### config.mk
export PLATFORM = sky130hd
export DESIGN_NAME = sprite_scan_reader
export DESIGN_NICKNAME = d
export VERILOG_FILES = /design/src/rtl/sprite_scan_reader_pkg.sv /design/src/rtl/sprite_window_ctr.sv /design/src/rtl/sprite_scan_reader.sv
export SDC_FILE = /design/constraint.sdc
export NUM_CORES = 1
export LEC_CHECK = 0
export CAP_MARGIN = 5
export CORE_MARGIN = 3
export CORE_UTILIZATION = 35
export CTS_BUF_LIST = sky130_fd_sc_hd__clkbuf_2 sky130_fd_sc_hd__clkbuf_4 sky130_fd_sc_hd__clkbuf_8
export CTS_CLUSTER_SIZE = 12
export DETAILED_ROUTE_END_ITERATION = 12
export PLACE_DENSITY_LB_ADDON = 0.15
export RECOVER_POWER = 100
export SYNTH_ARGS = -nofsm -noshare
export SYNTH_HDL_FRONTEND = slang
export SYNTH_SLANG_ARGS = --single-unit
### constraint.sdc
create_clock -name clk -period 12.5 [get_ports clk]
set_input_delay 2.5 -clock clk [delete_from_list [all_inputs] [get_ports clk]]
set_output_delay 2.5 -clock clk [all_outputs]
set_load 0.01 [all_outputs]
### src/rtl/sprite_scan_reader_pkg.sv
// Shared constants and types for the sprite scan-out path: sprite geometry,
// visible raster size, SRAM depth and the colour-key value.
package sprite_scan_reader_pkg;

    localparam int SPR_W     = 300;
    localparam int SPR_H     = 54;
    localparam int H_ACTIVE  = 640;
    localparam int V_ACTIVE  = 480;
    localparam int SRAM_DEPTH = SPR_W * SPR_H;

    typedef struct packed {
        logic [3:0] r;
        logic [3:0] g;
        logic [3:0] b;
    } rgb444_t;

    localparam rgb444_t KEY_COLOR = 12'hF0F;

endpackage

### src/rtl/sprite_window_ctr.sv
// Latches and clamps the sprite position once per frame, decodes whether the
// current raster pixel lies in the sprite window, and walks the read pointer.
module sprite_window_ctr #(
    parameter int ADDR_WIDTH  = 14,
    parameter int COORD_WIDTH = 10,
    parameter int SPR_W       = sprite_scan_reader_pkg::SPR_W,
    parameter int SPR_H       = sprite_scan_reader_pkg::SPR_H,
    parameter int H_ACTIVE    = sprite_scan_reader_pkg::H_ACTIVE,
    parameter int V_ACTIVE    = sprite_scan_reader_pkg::V_ACTIVE
) (
    input  logic                   clk,
    input  logic                   rst_n,
    input  logic                   frame_start,
    input  logic [COORD_WIDTH-1:0] x,
    input  logic [COORD_WIDTH-1:0] y,
    input  logic                   video_on,
    input  logic [COORD_WIDTH-1:0] pos_x,
    input  logic [COORD_WIDTH-1:0] pos_y,
    output logic                   in_win,
    output logic [ADDR_WIDTH-1:0]  ptr_cur
);

    // One extra bit so that px + SPR_W cannot overflow.
    localparam int CW = COORD_WIDTH + 1;
    localparam logic [CW-1:0] MAX_PX = CW'(H_ACTIVE - SPR_W);
    localparam logic [CW-1:0] MAX_PY = CW'(V_ACTIVE - SPR_H);
    localparam logic [CW-1:0] SPR_W_C = CW'(SPR_W);
    localparam logic [CW-1:0] SPR_H_C = CW'(SPR_H);
    localparam logic [ADDR_WIDTH-1:0] PTR_MAX = ADDR_WIDTH'(SPR_W * SPR_H - 1);

    logic [CW-1:0]         px_q, py_q;
    logic [CW-1:0]         px_req, py_req;
    logic [CW-1:0]         px_eff, py_eff;
    logic [CW-1:0]         x_ext, y_ext;
    logic                  armed_q, armed_eff;
    logic [ADDR_WIDTH-1:0] ptr_q, ptr_nxt;

    // NOTE: every always_comb output gets a default first so no latch is inferred.
    always_comb begin
        px_req    = ({1'b0, pos_x} > MAX_PX) ? MAX_PX : {1'b0, pos_x};
        py_req    = ({1'b0, pos_y} > MAX_PY) ? MAX_PY : {1'b0, pos_y};
        // The frame_start pixel itself is decoded against the freshly latched
        // position, so (0,0) can read address 0 on that same cycle.
        px_eff    = frame_start ? px_req : px_q;
        py_eff    = frame_start ? py_req : py_q;
        armed_eff = frame_start | armed_q;
        x_ext     = {1'b0, x};
        y_ext     = {1'b0, y};

        in_win = video_on & armed_eff
               & (x_ext >= px_eff) & (x_ext < px_eff + SPR_W_C)
               & (y_ext >= py_eff) & (y_ext < py_eff + SPR_H_C);

        ptr_cur = frame_start ? '0 : ptr_q;
        ptr_nxt = ptr_cur;
        if (in_win && (ptr_cur != PTR_MAX)) begin
            ptr_nxt = ptr_cur + ADDR_WIDTH'(1);
        end
    end

    // NOTE: sequential state uses non-blocking assignments only.
    always_ff @(posedge clk) begin
        if (!rst_n) begin
            armed_q <= 1'b0;
            px_q    <= '0;
            py_q    <= '0;
            ptr_q   <= '0;
        end else begin
            if (frame_start) begin
                armed_q <= 1'b1;
                px_q    <= px_req;
                py_q    <= py_req;
            end
            ptr_q <= ptr_nxt;
        end
    end

endmodule

### src/rtl/sprite_scan_reader.sv
// Reads the sprite SRAM in raster order and composites it over a background
// colour with colour-key transparency; syncs are delayed to match (3 cycles).
module sprite_scan_reader #(
    parameter int ADDR_WIDTH  = 14,
    parameter int DATA_WIDTH  = 12,
    parameter int SPR_W       = sprite_scan_reader_pkg::SPR_W,
    parameter int SPR_H       = sprite_scan_reader_pkg::SPR_H,
    parameter int H_ACTIVE    = sprite_scan_reader_pkg::H_ACTIVE,
    parameter int V_ACTIVE    = sprite_scan_reader_pkg::V_ACTIVE,
    parameter int COORD_WIDTH = 10,
    parameter logic [DATA_WIDTH-1:0] KEY_COLOR = sprite_scan_reader_pkg::KEY_COLOR
) (
    input  logic                   clk,
    input  logic                   rst_n,
    input  logic                   frame_start,
    input  logic [COORD_WIDTH-1:0] x,
    input  logic [COORD_WIDTH-1:0] y,
    input  logic                   video_on,
    input  logic                   hsync_in,
    input  logic                   vsync_in,
    input  logic [COORD_WIDTH-1:0] pos_x,
    input  logic [COORD_WIDTH-1:0] pos_y,
    input  logic [DATA_WIDTH-1:0]  bg_rgb,
    output logic [ADDR_WIDTH-1:0]  sram_addr,
    output logic                   sram_write,
    input  logic [DATA_WIDTH-1:0]  sram_data,
    output logic [DATA_WIDTH-1:0]  rgb,
    output logic                   hsync_out,
    output logic                   vsync_out,
    output logic                   sprite_hit
);

    logic                  in_win;
    logic [ADDR_WIDTH-1:0] ptr_cur;
    logic                  win1, on1, hs1, vs1;
    logic                  win2, on2, hs2, vs2;
    logic                  opaque;

    sprite_window_ctr #(
        .ADDR_WIDTH (ADDR_WIDTH),
        .COORD_WIDTH(COORD_WIDTH),
        .SPR_W      (SPR_W),
        .SPR_H      (SPR_H),
        .H_ACTIVE   (H_ACTIVE),
        .V_ACTIVE   (V_ACTIVE)
    ) u_window (
        .clk        (clk),
        .rst_n      (rst_n),
        .frame_start(frame_start),
        .x          (x),
        .y          (y),
        .video_on   (video_on),
        .pos_x      (pos_x),
        .pos_y      (pos_y),
        .in_win     (in_win),
        .ptr_cur    (ptr_cur)
    );

    assign sram_write = 1'b0;
    assign opaque     = (sram_data != KEY_COLOR);

    // Stage 1 issues the address, stage 2 waits for the SRAM, stage 3 composites.
    always_ff @(posedge clk) begin
        if (!rst_n) begin
            sram_addr  <= '0;
            win1       <= 1'b0;
            on1        <= 1'b0;
            hs1        <= 1'b0;
            vs1        <= 1'b0;
            win2       <= 1'b0;
            on2        <= 1'b0;
            hs2        <= 1'b0;
            vs2        <= 1'b0;
            rgb        <= '0;
            sprite_hit <= 1'b0;
            hsync_out  <= 1'b0;
            vsync_out  <= 1'b0;
        end else begin
            sram_addr  <= in_win ? ptr_cur : '0;
            win1       <= in_win;
            on1        <= video_on;
            hs1        <= hsync_in;
            vs1        <= vsync_in;

            win2       <= win1;
            on2        <= on1;
            hs2        <= hs1;
            vs2        <= vs1;

            if (!on2) begin
                rgb <= '0;
            end else if (win2 && opaque) begin
                rgb <= sram_data;
            end else begin
                rgb <= bg_rgb;
            end
            sprite_hit <= on2 & win2 & opaque;
            hsync_out  <= hs2;
            vsync_out  <= vs2;
        end
    end

endmodule

# Word-level counts from Yosys, hierarchy flattened
# Cells that the tools add are included.
totals:
  regBits: 74
  in_bits: 70
  output_inout_bits: 30
  word_cells: 47
op_classes:
  addsub: 3
  magnitude_cmp: 6
  n_eq_ne: 2
  n_mux: 7
  bitwise_logic: 8
  n_reduce_logical: 4
ops:
  columns: ["operator", "count"]
  rows:
  - ["$mux W14", 2]
  - ["$ge A10 B11 Y1", 2]
  - ["$lt A10 B11 Y1", 2]
  - ["$mux W11", 2]
  - ["$gt A10 B9 Y1 const B", 2]
  - ["$mux W10", 2]
  - ["$add A14 B1 Y14 const B", 1]
  - ["$ne A14 B14 Y1 const B", 1]
  - ["$mux W12", 1]
  - ["$ne A12 B12 Y1 const B", 1]
  - ["$add A11 B6 Y11 const B", 1]
  - ["$add A11 B9 Y11 const B", 1]
  - ["$and A1 B1 Y1", 7]
  - ["$reduce_and A2 Y1", 2]
  - ["$logic_and A1 B1 Y1", 2]
  - ["$or A1 B1 Y1", 1]

# Logic depth before layout (Yosys ltp)
depth:
  ltp_word: 10
  depth_mapped: 19
  depth_no_buf: 18

# Modules after synthesis
# A second synthesis with hierarchy kept.
unflattened:
  cells_unflattened: 509
  hier_area_um2: 4374.2
by_module_without_submodules:
  columns: ["module", "n_inst", "cells_each", "area_each_um2", "seq_area_each_um2"]
  rows:
  - ["sprite_window_ctr", 1, 392, 3113.0, 740.7]
  - ["sprite_scan_reader", 1, 117, 1261.2, 740.7]

# Worst setup path before layout
# No wires, ideal clock.
synth_timing:
  path_kind: "in2reg"
  startpoint: "input port frame_start"
  endpoint: "register u_window.ptr_q[10]"
  setup_time_ps: 70
  arrival_ps: 5843
  t_required_ps: 12430
  setup_slack_ps: 6587
  path_stages: 17
  n_path_buf: 1
  cell_sequence: "buf_6 nor2b_1 o21ai_0 nor3_1 nor2_1 a21boi_0 nand2b_1 or2_2 a31o_2 ha_1 or3_1 a221oi_1 a221oi_1 a311oi_4 nand4_2 or3_1 a21oi_1"
synth_via:
  elab_chain_len: 8
  word_cells_on_any_way: 19
  cone_classes: "add/sub: 3; order compare: 4; eq/ne: 1; mux: 4; bitwise: 6; reduce/logical: 1"
synth_lines:
  columns: ["element", "line_no", "text"]
  rows:
  - ["start: declaration", "sprite_scan_reader.sv:15", "input logic frame_start,"]
  - ["$mux W11 / $or A1 B1 Y1 (equally long branches)", null, null]
  - ["$add A11 B9 Y11, or another cell as far along", "sprite_window_ctr.sv:51", "& (x_ext >= px_eff) & (x_ext < px_eff + SPR_W_C)"]
  - ["$lt A10 B11 Y1 / $and A1 B1 Y1 (equally long branches)", "sprite_window_ctr.sv:51", null]
  - ["$and A1 B1 Y1", "sprite_window_ctr.sv:51", null]
  - ["$and A1 B1 Y1 (2 in series)", "sprite_window_ctr.sv:52", "& (y_ext >= py_eff) & (y_ext < py_eff + SPR_H_C);"]
  - ["$logic_and A1 B1 Y1", "sprite_window_ctr.sv:56", "if (in_win && (ptr_cur != PTR_MAX)) begin"]
  - ["$mux W14 *", "sprite_window_ctr.sv:56", null]
  - ["end signal: assignment", "sprite_window_ctr.sv:74", "ptr_q <= ptr_nxt;"]
  - ["end: declaration", "sprite_window_ctr.sv:36", "logic [ADDR_WIDTH-1:0] ptr_q, ptr_nxt;"]
# Every way passes the cells marked *; elsewhere a longest branch is shown, timed or not.
# A chain may end at the register's enable or synchronous reset.

# Worst setup path in the final report
layout_timing:
  startpoint: "input port frame_start"
  endpoint: "register sram_addr[10]"
layout_via:
  elab_chain_len: 7
  word_cells_on_any_way: 16
  cone_classes: "add/sub: 2; order compare: 4; mux: 3; bitwise: 6; reduce/logical: 1"
layout_lines:
  columns: ["element", "line_no", "text"]
  rows:
  - ["$mux W11 / $or A1 B1 Y1 (equally long branches)", null, null]
  - ["$add A11 B9 Y11, or another cell as far along", "sprite_window_ctr.sv:51", null]
  - ["$lt A10 B11 Y1 / $and A1 B1 Y1 (equally long branches)", "sprite_window_ctr.sv:51", null]
  - ["$and A1 B1 Y1", "sprite_window_ctr.sv:51", null]
  - ["$and A1 B1 Y1 (2 in series)", "sprite_window_ctr.sv:52", null]
  - ["$reduce_and A2 Y1 (no line)", null, null]
  - ["end signal: assignment", "sprite_scan_reader.sv:79", "sram_addr <= in_win ? ptr_cur : '0;"]
  - ["end: declaration", "sprite_scan_reader.sv:24", "output logic [ADDR_WIDTH-1:0] sram_addr,"]
# Several ways; a longest one is shown, not always the timed one.

==> out/metrics.cfg <==
[placement]
port_buffers=98
routabilityCongestion=0.8591
dp_hpwl_um=8478

[setup_path]
required_ns=12.78
crit_path_end_kind=flop
critPathArrivalTime_ns=9.10
critPathKind=in -> reg
crit_chain=dlygate4sd3_1, clkbuf_1, inv_1, a32oi_1, a21boi_0, nand2b_1, or2_2, xor2_1, ha_1, or3_1, a221oi_1, a221oi_1, a311oi_4, nand3_1, inv_1, and3_1
path_max_fanout=38
slowest_stage=clkbuf_1
cpPeakStageDelay_ns=1.25
start_kind=input pin

[synthesis]
ys_seq_elements=74
ys.flop_type=dfxtp_1
ys_seq_area_share_pct=36.17
syn_area_mm2=0.004095
async_reset_ff_share_pct=0
avgSynthCellArea_um2=8.585
synth-edff-count=0
yosysWarnings=0
syn_nets=584
synth_top_area_share_pct=36.17
netlist_instances=477
synth_common_cells=dfxtp_1, nor2_1, nand2_1
yosysMostFrequentCell=dfxtp_1
synth_largest_area_cell=dfxtp_1
yosys-top-cells-area=dfxtp_1, ha_1, nor2_1
synth.distinct_cells=65

[global_routing]
grt_first_pass_wirelength_um=17690
grt_overflow=0
antenna_found_initial=0
grt_pass1_vias=3630
grt_use_total_pct=16.78
grt_max_degree=39

[floorplan]
dieArea_mm2=0.01303
std_cell_rows=38
core_mm2=0.01113
ios=100
die_x_um=114.2
die_h_um=114.2
start_util_pct=36.81

[timing]
rsz0062_at_grt=no
skew_ns=0.01478
fin_crit_ns=8.813
max_slew.worst_pin.slew_ns=1.741
max_freq_mhz=113.5
relSlewSlack_pct=-16.04
setup_tns_ns=0
setup_viol=0
maxSlewViolCount=39
fin_crit_sh_pct=70.51
hold_violations=0

[hold_path]
hold_class=reg -> reg

[detailed_routing]
first_pass_iters=4
drt_iter0_drc=128
wl_per_cell_um=15.32
vias=3793
via_per_inst=5.268
postRouteAntennaNets=0
drt-total-wl_um=11030
route.detailed.drc=0

[cts]
cts_resized=0
cts.clk_slew.worst_paths_ns=0.09
post_cts_buffers=0
cts_tree=done
cts_hold_buf=0
cts_buffers=9
cts-root-buf=clkbuf_8
clk_latency_ns=0.35
cts_max_path_buffers=2
cts.sinks=74
htree_num_levels=3

[pwr]
peakVddDrop_mv=0.04938
leakagePower_nw=2.272
power_mw=0.5563
p_per_area_mw_per_mm2=103.2

[final_layout]
diodes=0
drive_above_1_share_pct=4.655
area_growth_pct=31.59
nNetsFinal=682

[run]
cap_violations=1

[run_status]
outcome=finished with violations
violations=max-capacitance violations, max-slew violations

[critical path: cells and delay by family]
kind	cells	cell delay [ns]
AOI/OAI and AO/OA	5	2.02
buffers and inverters	4	3.08
xor gates and xnor gates	1	0.07
adders and majority gates	1	0.21
and+or+nand+nor	5	1.19
[cell type report]
| class | instances | area (µm²) |
|---|---|---|
| well taps | 140 | 175.2 |
| inverters | 22 | 82.58 |
| repair buffers | 101 | 996.0 |
| clock inverters | 7 | 93.84 |
| fillers | 1105 | 5737 |
| multi-input cells | 367 | 2436 |
| clock buffers | 9 | 123.9 |
| flip-flops and latches | 74 | 1481 |
[stage by stage]
stage	worst slack [ns]	cells	hold slack [ns]	cell area, µm²	utilization [%]
finish	3.687	720	0.4254	5389	48.44
global route	3.213	720	0.4590	5389	48.44
CTS	5.698	720	0.4310	5424	48.75
detailed placement	5.328	704	0.4187	5206	46.79
global placement	5.442	704	0.4137	5206	46.79
floorplan	6.587	477	0.4119	4095	-
[metal layers]
layer	GRT usage, %	vias up	share of wire [%]
li1	-	1900	-
met1	23.76	1753	49
met2	25.88	130	43
met3	3.171	10	7.0
met4	5.146	0	1.1
met5	0	-	0
[sequential cells by signal (all words and copies together) (netlist names), 11 cells and up]
signal / cells
rgb: 12
sram_addr: 14
u_window.py_q: 11
u_window.px_q: 11
u_window.ptr_q: 14
[final timing paths]
kind | slack, ns | from | depth (start not counted) | end
min | 0.43 | on1 | 1 | on2
min reg2reg | 0.43 | on1 | 1 | on2
max | 3.69 | frame_start | 16 | sram_addr[10]
max reg2reg | 8.26 | u_window.py_q[1] | 18 | sram_addr[10]
[cell families (layout without fill, tap and decap cells)]
family | after synthesis | in the layout | synth area share, %
and+or+nand+nor | 204 | 204 | 25.45
AOI/OAI and AO/OA | 98 | 98 | 17.05
DFF | 74 | 74 | 36.17
adders and majority gates | 37 | 37 | 11.30
buffers and inverters | 36 | 139 | 3.788
xor gates and xnor gates | 15 | 15 | 3.208
muxes | 12 | 12 | 2.933
other | 1 | 1 | 0.09157
[power by group]
group	switching (mW)	internal (mW)
Combinational	0.0563	0.0531
Sequential	0.00221	0.241
Clock	0.0918	0.112
Total	0.150	0.406
[cell usage in the layout (no fill, tap or decap), types with 6 or more instances in the layout]
cell type        count
dfxtp_1             74
clkdlybuf4s50_1     67
nor2_1              55
nand2_1             45
ha_1                37
dlygate4sd3_1       31
inv_1               21
o21ai_0             21
nand3_1             20
a21oi_1             18
and3_1              15
nor2b_1             12
and2_1              12
mux2i_1             12
xnor2_1             11
clkbuf_8             9
nor3_1               8
nand4_1              7
o21a_1               6
o211ai_1             6
nand2b_1             6
and2_0               6
Note: power is estimated with default switching activity, not from simulation.
==> RTL edit (config.mk and constraints unchanged) <==
Take the reset off `sram_addr` and load it in a clocked block of its own.
--- a/src/rtl/sprite_scan_reader.sv
+++ b/src/rtl/sprite_scan_reader.sv
@@ -64,3 +64,2 @@
         if (!rst_n) begin
-            sram_addr  <= '0;
             win1       <= 1'b0;
@@ -78,3 +77,2 @@
         end else begin
-            sram_addr  <= in_win ? ptr_cur : '0;
             win1       <= in_win;
@@ -102,2 +100,6 @@
 
+    always_ff @(posedge clk) begin
+        sram_addr <= in_win ? ptr_cur : '0;
+    end
+
 endmodule
Behaviour: differs if rst_n is asserted again (counterexample within 4 cycles, from zero or initial values and one cycle with rst_n low); with rst_n held inactive, the same outputs for 10 cycles.
==> RTL edit against the original RTL <==
Largest cell class unchanged; count of clock-buffer cells in the layout grew 1; cell area down 0.88%; register-to-register slack got worse by 160 ps; wire length decreased by 4.3%; sequential share of layout area grew 0.24 points; synthesized area shrank 1.0%; worst setup slack got worse by 130 ps; synthesized cell count decreased by 3.1%; sequential cell count stayed put; total power up 3.7%.
==> RTL edit: results (changes against the original RTL) <==
worst flop-to-flop path endpoint=u_window.ptr_q[8]; ratio of cells with drive above 1 in the final layout=0.0427 (-0.00385); Post-Synthesis Cells=462 (-3.1%); most frequent cells after synthesis=dfxtp_1 (74), nor2_1 (47), ha_1 (37); register area share after synthesis=0.365 (+0.00368); Initial DRC Count=204 (+59%); Inst Count DP=685 (-2.7%); vias in the first global route=3624 (-0.17%); flop2flop setup slack=8100 ps (-160 ps); Layout fillers=1103 (-0.18%); Syn Nets=569 (-2.6%); R2R cell count=14 (-4); run status=finished, final reports clean; ranking of synthesized cells by area=dfxtp_1 (37%), ha_1 (11%), nor2_1 (4.4%); Vias/cell=5.29 (+0.40%); Reg-to-Reg Start=u_window.px_q[2]; count of cell types in the netlist=68 (+4.6%); Final Net Count=664 (-2.6%); Worst-Margin Slew=1330 ps (-406 ps); Worst Hold End=hs2; slowest stage delay, CP=1000 ps (-250 ps); hold_sp=hs1; post-synthesis xor/xnor area fraction=0.0238 (-0.00832); maximum VDD drop=56.4 uV (+14%); DP HPWL=8070 um (-4.8%); complex-gate fraction of the synthesized area=0.201 (+0.0307); CP max-delay cell=a2111oi_0; Leak Pwr=0.00223 uW (-1.8%); GP Congestion=0.882 (+2.6%); GRT Total Usage=0.166 (-0.00144)
==> RTL edit: worst reg2reg max path: stages (launching register included) <==
cell and delay, ps:
dfxtp_1 340, or2_2 320, a21o_1 200, a21bo_2 240, nand2_1 100, nor2_1 70, xnor2_1 160, ha_1 310
a2111oi_0 580, a22oi_1 220, o2111ai_1 140, mux2i_1 120, or3_1 730, or4_1 630, a21oi_1 160
==> RTL edit: power breakdown <==
part           total [uW]  switching (uW)  internal, uW
combinational         103            51.8          50.8
clock                 231            92.3           139
sequential            243            2.33           241
total                 577             146           431
==> RTL edit: through the flow <==
step	setup WS, ps	hold WS (ps)
5_1_grt	2790	460
2_1_floorplan	6500	412
6_report	3560	440
3_5_place_dp	4920	419
4_1_cts	5290	442
3_3_place_gp	5150	414
==> RTL edit: layout make-up <==
cell class                      instances  share of cell area
Tap cell                              140              0.0328
Clock buffer                           10              0.0258
Clock inverter                          6              0.0211
Multi-Input combinational cell        354               0.445
Inverter                               17              0.0119
Timing Repair Buffer                  101               0.186
Sequential cell                        74               0.277
==> RTL edit: cells by family after synthesis <==
| group | Yosys count |
|---|---|
| xor+xnor | 11 |
| fa+ha+maj | 37 |
| buf+inv | 34 |
| mux | 10 |
| simple gates | 180 |
| flops | 74 |
| other cells | 1 |
| compound gates | 115 |
==> RTL edit: worst max path at each step <==
| stage | from | endpoint | slack, ps |
|---|---|---|---|
| global route | frame_start | u_window.ptr_q[3] | 2790 |
| finish | frame_start | u_window.ptr_q[8] | 3560 |
| detailed placement | frame_start | u_window.ptr_q[3] | 4920 |
| CTS | frame_start | u_window.ptr_q[3] | 5290 |
| global placement | frame_start | u_window.ptr_q[3] | 5150 |
| floorplan | pos_x[9] | u_window.ptr_q[10] | 6500 |
==> RTL edit: per-layer routing <==
layer	wire length [um]	part of all wire	global-route usage	vias up
li1	-	-	-	1875
met2	4700	0.45	0.265	121
met1	5060	0.48	0.227	1701
met3	584	0.055	0.0244	16
met4	205	0.019	0.0657	0
met5	0	0	0	-
